==> config.mk <==
export PLATFORM = sky130hd
export DESIGN_NAME = uart_ev_unpacker_flat
export DESIGN_NICKNAME = d
export VERILOG_FILES = /design/src/rtl/uart_ev_unpacker_if.sv /design/src/rtl/uart_ev_unpacker.sv /design/src/flat_wrapper.sv
export SDC_FILE = /design/constraint.sdc
export NUM_CORES = 1
export LEC_CHECK = 0
export ABC_AREA = 1
export CELL_PAD_IN_SITES_DETAIL_PLACEMENT = 1
export CELL_PAD_IN_SITES_GLOBAL_PLACEMENT = 1
export CORE_ASPECT_RATIO = 0.5
export CORE_MARGIN = 8
export CORE_UTILIZATION = 44
export CTS_BUF_LIST = sky130_fd_sc_hd__clkbuf_2 sky130_fd_sc_hd__clkbuf_4 sky130_fd_sc_hd__clkbuf_8
export DETAILED_ROUTE_END_ITERATION = 8
export GPL_ROUTABILITY_DRIVEN = 0
export GPL_TIMING_DRIVEN = 0
export PLACE_DENSITY = 0.95
export SYNTH_ARGS = -nofsm -noshare
export SYNTH_HDL_FRONTEND = slang
export SYNTH_SLANG_ARGS = --single-unit
==> constraint.sdc <==
create_clock -name clk -period 3.6 [get_ports clk]
set_clock_uncertainty 0.15 [all_clocks]
set_input_delay 0.54 -clock clk [delete_from_list [all_inputs] [get_ports clk]]
set_output_delay 0.54 -clock clk [all_outputs]
set_load 0.02 [all_outputs]
==> src/rtl/uart_ev_unpacker_if.sv <==
// rtl/uart_ev_unpacker_if.sv - RX byte FIFO, decoded event record and error status bundle
interface uart_ev_unpacker_if #(
  parameter int TS_W      = 64,
  parameter int ID_W      = 16,
  parameter int ERR_CNT_W = 16
);
  logic [7:0]           fifo_dout;
  logic                 fifo_empty;
  logic                 fifo_rd_en;
  logic                 ev_valid;
  logic                 ev_ready;
  logic [ID_W-1:0]      ev_id;
  logic [TS_W-1:0]      ev_start;
  logic [TS_W-1:0]      ev_end;
  logic [TS_W-1:0]      ev_delta;
  logic                 ev_delta_err;
  logic                 err_pulse;
  logic [1:0]           err_code;
  logic [ERR_CNT_W-1:0] err_cnt;

  modport master (
    input  fifo_dout, fifo_empty, ev_ready,
    output fifo_rd_en, ev_valid, ev_id, ev_start, ev_end, ev_delta, ev_delta_err,
           err_pulse, err_code, err_cnt
  );

  modport slave (
    output fifo_dout, fifo_empty, ev_ready,
    input  fifo_rd_en, ev_valid, ev_id, ev_start, ev_end, ev_delta, ev_delta_err,
           err_pulse, err_code, err_cnt
  );
endinterface

==> src/rtl/uart_ev_unpacker.sv <==
// rtl/uart_ev_unpacker.sv - parses "IIII,S..S,E..E,D..D\n" lines from an RX FIFO into event records
// Define UART_EV_DELTA_CHECK_EN to flag records whose delta differs from end - start.
module uart_ev_unpacker #(
  parameter int TS_W      = 64,
  parameter int ID_W      = 16,
  parameter int ERR_CNT_W = 16
) (
  input logic                clk,
  input logic                rst,
  uart_ev_unpacker_if.master bus
);
  localparam int ID_D  = ID_W / 4;
  localparam int TS_D  = TS_W / 4;
  localparam int MAX_D = (TS_D > ID_D) ? TS_D : ID_D;
  localparam int CNT_W = $clog2(MAX_D) + 1;
  localparam logic [CNT_W-1:0] ID_LAST = CNT_W'(ID_D - 1);
  localparam logic [CNT_W-1:0] TS_LAST = CNT_W'(TS_D - 1);

  typedef enum logic [3:0] {
    S_ID, S_C1, S_START, S_C2, S_END, S_C3, S_DELTA, S_NL, S_OUT, S_RESYNC
  } state_t;

  state_t               state, state_nxt;
  logic [CNT_W-1:0]     cnt, cnt_nxt;
  logic [ID_W-1:0]      id_acc;
  logic [TS_W-1:0]      st_acc, en_acc, dl_acc;
  logic [ID_W-1:0]      ev_id_q;
  logic [TS_W-1:0]      ev_start_q, ev_end_q, ev_delta_q;
  logic                 err_pulse_q;
  logic [1:0]           err_code_q, err_code_nxt;
  logic [ERR_CNT_W-1:0] err_cnt_q;

  logic       rd, hex_ok, is_lf, is_comma, shift, err, load_ev;
  logic [3:0] nib;

  assign rd       = ~bus.fifo_empty && (state != S_OUT);
  assign is_lf    = (bus.fifo_dout == 8'h0A);
  assign is_comma = (bus.fifo_dout == 8'h2C);

  // Uppercase-only hex: lowercase digits are a malformed line.
  always_comb begin
    hex_ok = 1'b0;
    nib    = 4'h0;
    if (bus.fifo_dout >= 8'h30 && bus.fifo_dout <= 8'h39) begin
      hex_ok = 1'b1;
      nib    = bus.fifo_dout[3:0];
    end else if (bus.fifo_dout >= 8'h41 && bus.fifo_dout <= 8'h46) begin
      hex_ok = 1'b1;
      nib    = bus.fifo_dout[3:0] + 4'd9;
    end
  end

  always_comb begin
    state_nxt    = state;
    cnt_nxt      = cnt;
    shift        = 1'b0;
    err          = 1'b0;
    err_code_nxt = err_code_q;
    load_ev      = 1'b0;
    unique case (state)
      S_ID, S_START, S_END, S_DELTA: begin
        if (rd) begin
          if (hex_ok) begin
            shift = 1'b1;
            if (cnt == '0) begin
              state_nxt = (state == S_ID)    ? S_C1 :
                          (state == S_START) ? S_C2 :
                          (state == S_END)   ? S_C3 : S_NL;
            end else begin
              cnt_nxt = cnt - CNT_W'(1);
            end
          end else begin
            err          = 1'b1;
            err_code_nxt = 2'd1;
          end
        end
      end
      S_C1, S_C2, S_C3: begin
        if (rd) begin
          if (is_comma) begin
            state_nxt = (state == S_C1) ? S_START :
                        (state == S_C2) ? S_END : S_DELTA;
            cnt_nxt   = TS_LAST;
          end else begin
            err          = 1'b1;
            err_code_nxt = 2'd2;
          end
        end
      end
      S_NL: begin
        if (rd) begin
          if (is_lf) begin
            state_nxt = S_OUT;
            load_ev   = 1'b1;
          end else begin
            err          = 1'b1;
            err_code_nxt = 2'd3;
          end
        end
      end
      S_OUT: begin
        if (bus.ev_ready) begin
          state_nxt = S_ID;
          cnt_nxt   = ID_LAST;
        end
      end
      S_RESYNC: begin
        if (rd && is_lf) begin
          state_nxt = S_ID;
          cnt_nxt   = ID_LAST;
        end
      end
      default: begin
        state_nxt = S_ID;
        cnt_nxt   = ID_LAST;
      end
    endcase
    // A newline as the offending byte already ends the line, so skip RESYNC.
    if (err) begin
      state_nxt = is_lf ? S_ID : S_RESYNC;
      cnt_nxt   = ID_LAST;
    end
  end

  always_ff @(posedge clk) begin
    if (rst) begin
      state       <= S_ID;
      cnt         <= ID_LAST;
      id_acc      <= '0;
      st_acc      <= '0;
      en_acc      <= '0;
      dl_acc      <= '0;
      ev_id_q     <= '0;
      ev_start_q  <= '0;
      ev_end_q    <= '0;
      ev_delta_q  <= '0;
      err_pulse_q <= 1'b0;
      err_code_q  <= 2'd0;
      err_cnt_q   <= '0;
    end else begin
      state       <= state_nxt;
      cnt         <= cnt_nxt;
      err_pulse_q <= err;
      if (shift && state == S_ID)    id_acc <= {id_acc[ID_W-5:0], nib};
      if (shift && state == S_START) st_acc <= {st_acc[TS_W-5:0], nib};
      if (shift && state == S_END)   en_acc <= {en_acc[TS_W-5:0], nib};
      if (shift && state == S_DELTA) dl_acc <= {dl_acc[TS_W-5:0], nib};
      if (load_ev) begin
        ev_id_q    <= id_acc;
        ev_start_q <= st_acc;
        ev_end_q   <= en_acc;
        ev_delta_q <= dl_acc;
      end
      if (err) begin
        err_code_q <= err_code_nxt;
        if (err_cnt_q != '1) err_cnt_q <= err_cnt_q + ERR_CNT_W'(1);
      end
    end
  end

`ifdef UART_EV_DELTA_CHECK_EN
  logic delta_err_q;

  always_ff @(posedge clk) begin
    if (rst)          delta_err_q <= 1'b0;
    else if (load_ev) delta_err_q <= ((en_acc - st_acc) != dl_acc);
  end

  assign bus.ev_delta_err = delta_err_q;
`else
  assign bus.ev_delta_err = 1'b0;
`endif

  assign bus.fifo_rd_en = rd;
  assign bus.ev_valid   = (state == S_OUT);
  assign bus.ev_id      = ev_id_q;
  assign bus.ev_start   = ev_start_q;
  assign bus.ev_end     = ev_end_q;
  assign bus.ev_delta   = ev_delta_q;
  assign bus.err_pulse  = err_pulse_q;
  assign bus.err_code   = err_code_q;
  assign bus.err_cnt    = err_cnt_q;
endmodule

==> src/flat_wrapper.sv <==
// flat-port wrapper written by rule: the top's interface ports become plain ports
module uart_ev_unpacker_flat 
#(
  parameter int TS_W      = 64,
  parameter int ID_W      = 16,
  parameter int ERR_CNT_W = 16
)
  (clk, rst, bus_fifo_dout, bus_fifo_empty, bus_ev_ready, bus_fifo_rd_en, bus_ev_valid, bus_ev_id, bus_ev_start, bus_ev_end, bus_ev_delta, bus_ev_delta_err, bus_err_pulse, bus_err_code, bus_err_cnt);
  uart_ev_unpacker_if #(.TS_W(TS_W), .ID_W(ID_W), .ERR_CNT_W(ERR_CNT_W)) bus_i ();
  input logic clk;
  input logic rst;
  input wire logic [$bits(bus_i.fifo_dout)-1:0] bus_fifo_dout;
  input wire logic [$bits(bus_i.fifo_empty)-1:0] bus_fifo_empty;
  input wire logic [$bits(bus_i.ev_ready)-1:0] bus_ev_ready;
  output wire logic [$bits(bus_i.fifo_rd_en)-1:0] bus_fifo_rd_en;
  output wire logic [$bits(bus_i.ev_valid)-1:0] bus_ev_valid;
  output wire logic [$bits(bus_i.ev_id)-1:0] bus_ev_id;
  output wire logic [$bits(bus_i.ev_start)-1:0] bus_ev_start;
  output wire logic [$bits(bus_i.ev_end)-1:0] bus_ev_end;
  output wire logic [$bits(bus_i.ev_delta)-1:0] bus_ev_delta;
  output wire logic [$bits(bus_i.ev_delta_err)-1:0] bus_ev_delta_err;
  output wire logic [$bits(bus_i.err_pulse)-1:0] bus_err_pulse;
  output wire logic [$bits(bus_i.err_code)-1:0] bus_err_code;
  output wire logic [$bits(bus_i.err_cnt)-1:0] bus_err_cnt;
  assign bus_i.fifo_dout = bus_fifo_dout;
  assign bus_i.fifo_empty = bus_fifo_empty;
  assign bus_i.ev_ready = bus_ev_ready;
  assign bus_fifo_rd_en = bus_i.fifo_rd_en;
  assign bus_ev_valid = bus_i.ev_valid;
  assign bus_ev_id = bus_i.ev_id;
  assign bus_ev_start = bus_i.ev_start;
  assign bus_ev_end = bus_i.ev_end;
  assign bus_ev_delta = bus_i.ev_delta;
  assign bus_ev_delta_err = bus_i.ev_delta_err;
  assign bus_err_pulse = bus_i.err_pulse;
  assign bus_err_code = bus_i.err_code;
  assign bus_err_cnt = bus_i.err_cnt;
  uart_ev_unpacker #(.TS_W(TS_W), .ID_W(ID_W), .ERR_CNT_W(ERR_CNT_W)) u_core (.clk(clk), .rst(rst), .bus(bus_i));
endmodule
==> flow_metrics.tcl <==
set metrics [dict create \
    syn_nets 2062 \
    critPathLaunchType "input port" \
    hold_violations 0 \
    synth.area.top_cells "dfxtp_1 55%, nor2_1 9.7%, a21oi_1 9.6%" \
    numCtsBuffers 60 \
    start_util 0.447 \
    io_buffers 240 \
    area_growth_pct 26.6 \
    finalNetCount 2364 \
    outcome "complete, no violations" \
    crit_arrival_ns 3.62 \
    grt_antenna_before_repair 2 \
    rr_startpoint "u_core.state[3]$_SDFFE_PP0P_" \
    pin_count 242 \
    place_area_um2 19100 \
    cp_slowest_cell "clkdlybuf4s50_1" \
    grt_overflow 0 \
    syn_inst 2044 \
    cp-end-kind "flop" \
    synth_compound_area_frac 0.194 \
    muxShareOfSynthArea 0 \
    p_seq_frac 0.493 \
    cp_max_fo 10 \
    cts_max_path_buffers 3 \
    synth_cell_type_count 32 \
    yosysWarnings 0 \
    num_rows 49 \
    htreeDepth 2 \
    n_fill_cell 4374 \
    drc_errors 0 \
    viasPerCell 5.94 \
    p_leak_nw 7.95 \
    async_flop_share 0 \
    regArea_um2 8890 \
    syn_area_per_cell_um2 7.87 \
    synth_top_family_by_area "compound AO/OA/AOI/OAI gates" \
    hold_start "u_core.bus.err_code[1]$_SDFFE_PP0P_" \
    clkTransAtPathRegs_ns 0.08 \
    synth_xor_area_frac 0.00653 \
    drt_iter0_drc 1783 \
    drt-pass1-iter-count 6 \
    synth_adder_area_share 0.00467 \
    fin_crit_sh 0.887 \
    die_h_um 151 \
    synth_ff_type "dfxtp_1" \
    avgRoutedWirePerCell_um 24.9 \
    dieArea_um2 43300 \
    regToRegSetupSlack_ns 0.55 \
    hold_buffers 0 \
    core_region_area_um2 36000 \
    worstPathRequired_ns 4.02 \
    combPwrFrac 0.088 \
    clkLatencyLatePin_ns 0.68 \
    cts_tree "yes" \
    power.switching_mw 2.84 \
    finalCriticalPeriod_ns 3.19 \
    hpwl_um 40900 \
    post_cts_buffers 0 \
    yosys.area.top_type "dfxtp_1" \
    worstMarginPinSlew_ns 1.19 \
    finalSetupViolCount 0 \
    power_density_nw_per_um2 500 \
    yosysSeqAreaShare 0.552 \
    grt_max_degree 17 \
    grt_pass1_vias 18400 \
    clockPowerShare 0.420 \
    cap_violations 0 \
    synth_top_area_frac 0.552 \
    worst-setup-path-type "in2reg" \
    whs_path_depth 2 \
    setup_tns_ns 0 \
    final_antenna_net_count 0 \
    synth_simple_gate_area_frac 0.171 \
    cts_sinks 444 \
    cp_cell_sequence "clkdlybuf4s50_1 > ha_1 > nand3_1 > nor2_1 > nand2_1 > nor2_2 > buf_2 > clkbuf_1 > o21ai_0 > nor2_1" \
    ys_ff_latch 444 \
    die_w_um 286 \
    synthesis.area_um2 16100 \
    p_sw_frac 0.278 \
    grt_first_pass_wirelength_um 109000 \
    multi_input_area_um2 6060 \
    ff2ff_path_depth 9 \
    synth-edff-count 0 \
    fmax_ghz 0.313 \
    grt_use_total 0.315 \
    slew_viol_final 0 \
    hold_path_class "reg2reg" \
    crit_buf_inv 3 \
    rsz0062_at_grt "false" \
    crit_top_cell "nor2_1" \
    cts_resized 0 \
    p_int_mw 7.35 \
    vias 17100 \
    reg2reg_to "u_core.bus.ev_delta[42]$_SDFFE_PP0P_" \
    drive_gt1_frac 0.0745 \
    final_area_um2 20400 \
    slew_headroom 0.197 \
    ir_worst_vdd_mv 0.306 \
    crit_family "buffers and inverters" \
    finalWirelength_um 71500 \
    cts_root_buffer "clkbuf_8" \
    max_stage_delay_ns 0.65 \
    worstHoldEndpoint "u_core.bus.err_code[1]$_SDFFE_PP0P_" \
]
==> tightest hold or removal path: stages (launching register included) <==
cell     delay [ns]
dfxtp_1        0.31
inv_1          0.05
a21oi_1        0.05
==> per-layer routing <==
| metal | vias up | GRT usage | part of all wire |
|---|---|---|---|
| li1 | 7259 | - | - |
| met1 | 8471 | 0.348 | 0.38 |
| met2 | 988 | 0.554 | 0.49 |
| met3 | 357 | 0.0622 | 0.066 |
| met4 | 0 | 0.211 | 0.071 |
| met5 | - | 0 | 0 |
==> Yosys cell counts (all sizes together) (2+ instances only) <==
library cell,count
nor2,420
nand4,6
inv,129
xor2,9
dfxtp,444
a21oi,310
nor4,2
xnor2,3
ha,6
buf,56
clkbuf,86
o211ai,3
nand3,24
o21ai,308
or2,3
nand2,210
nand3b,10
nor3,11
==> cell usage in the layout, fill, tap and decap left out, types with 43 or more instances in the layout <==
| master | count |
|---|---|
| dfxtp_1 | 444 |
| nor2_1 | 417 |
| a21oi_1 | 310 |
| o21ai_0 | 308 |
| clkdlybuf4s50_1 | 240 |
| nand2_1 | 206 |
| inv_1 | 123 |
| clkbuf_1 | 86 |
| clkbuf_8 | 74 |
| buf_2 | 43 |
==> layout make-up <==
type                       count  share of cell area
clock inverter                 8             0.00387
inverter                     130              0.0240
antenna                        2            0.000246
sequential                   444               0.436
clock buffer                  96              0.0581
timing repair buffer         240               0.118
buffer                       142              0.0319
multi-input combinational   1328               0.298
tap                          484              0.0297
==> power groups by stage <==
stage	sequential (mW)	combinational (mW)	clock [mW]
floorplan	5.13	0.500	0
global placement	5.11	0.734	0
detailed placement	5.12	0.771	0
CTS	5.01	0.856	4.23
global route	5.02	0.930	4.45
finish	5.02	0.895	4.27
==> stage by stage <==
step	util	hold WS, ns	instances	setup WS (ns)	power [mW]
3_5_place_dp	0.531	0.297	2768	0.0516	5.89
6_report	0.566	0.312	2874	0.408	10.2
2_1_floorplan	-	0.280	2044	1.42	5.63
4_1_cts	0.566	0.308	2872	0.481	10.1
5_1_grt	0.566	0.336	2873	0.356	10.4
3_3_place_gp	0.531	0.284	2768	0.271	5.85
==> state kept, by name, indices dropped and copies added (netlist names), 5 cells and up <==
name / cells
u_core.bus.ev_delta: 64
u_core.bus.ev_end: 64
u_core.bus.ev_start: 64
u_core.dl_acc: 64
u_core.en_acc: 64
u_core.st_acc: 64
u_core.bus.err_cnt: 16
u_core.bus.ev_id: 16
u_core.id_acc: 16
u_core.cnt: 5
==> how the worst max path moves through the flow <==
stage,startpoint,end,cells after the start
floorplan,bus_fifo_dout[1],u_core.en_acc[51]$_SDFFE_PP0P_,13
global placement,bus_fifo_dout[1],u_core.bus.ev_delta[44]$_SDFFE_PP0P_,10
detailed placement,bus_fifo_dout[1],u_core.bus.ev_delta[41]$_SDFFE_PP0P_,10
CTS,u_core.state[3]$_SDFFE_PP0P_,bus_fifo_rd_en,6
global route,bus_fifo_dout[1],u_core.bus.ev_delta[42]$_SDFFE_PP0P_,10
finish,bus_fifo_dout[1],u_core.bus.ev_delta[42]$_SDFFE_PP0P_,10
==> cells by family after synthesis <==
logic type               after synthesis
XOR/XNOR                              12
flip-flops                           444
other                                  1
AND/OR/NAND/NOR                      686
adder cells (fa/ha/maj)                6
AO/OA/AOI/OAI                        623
buffers and inverters                272
Note: power is estimated with default switching activity, not from simulation.
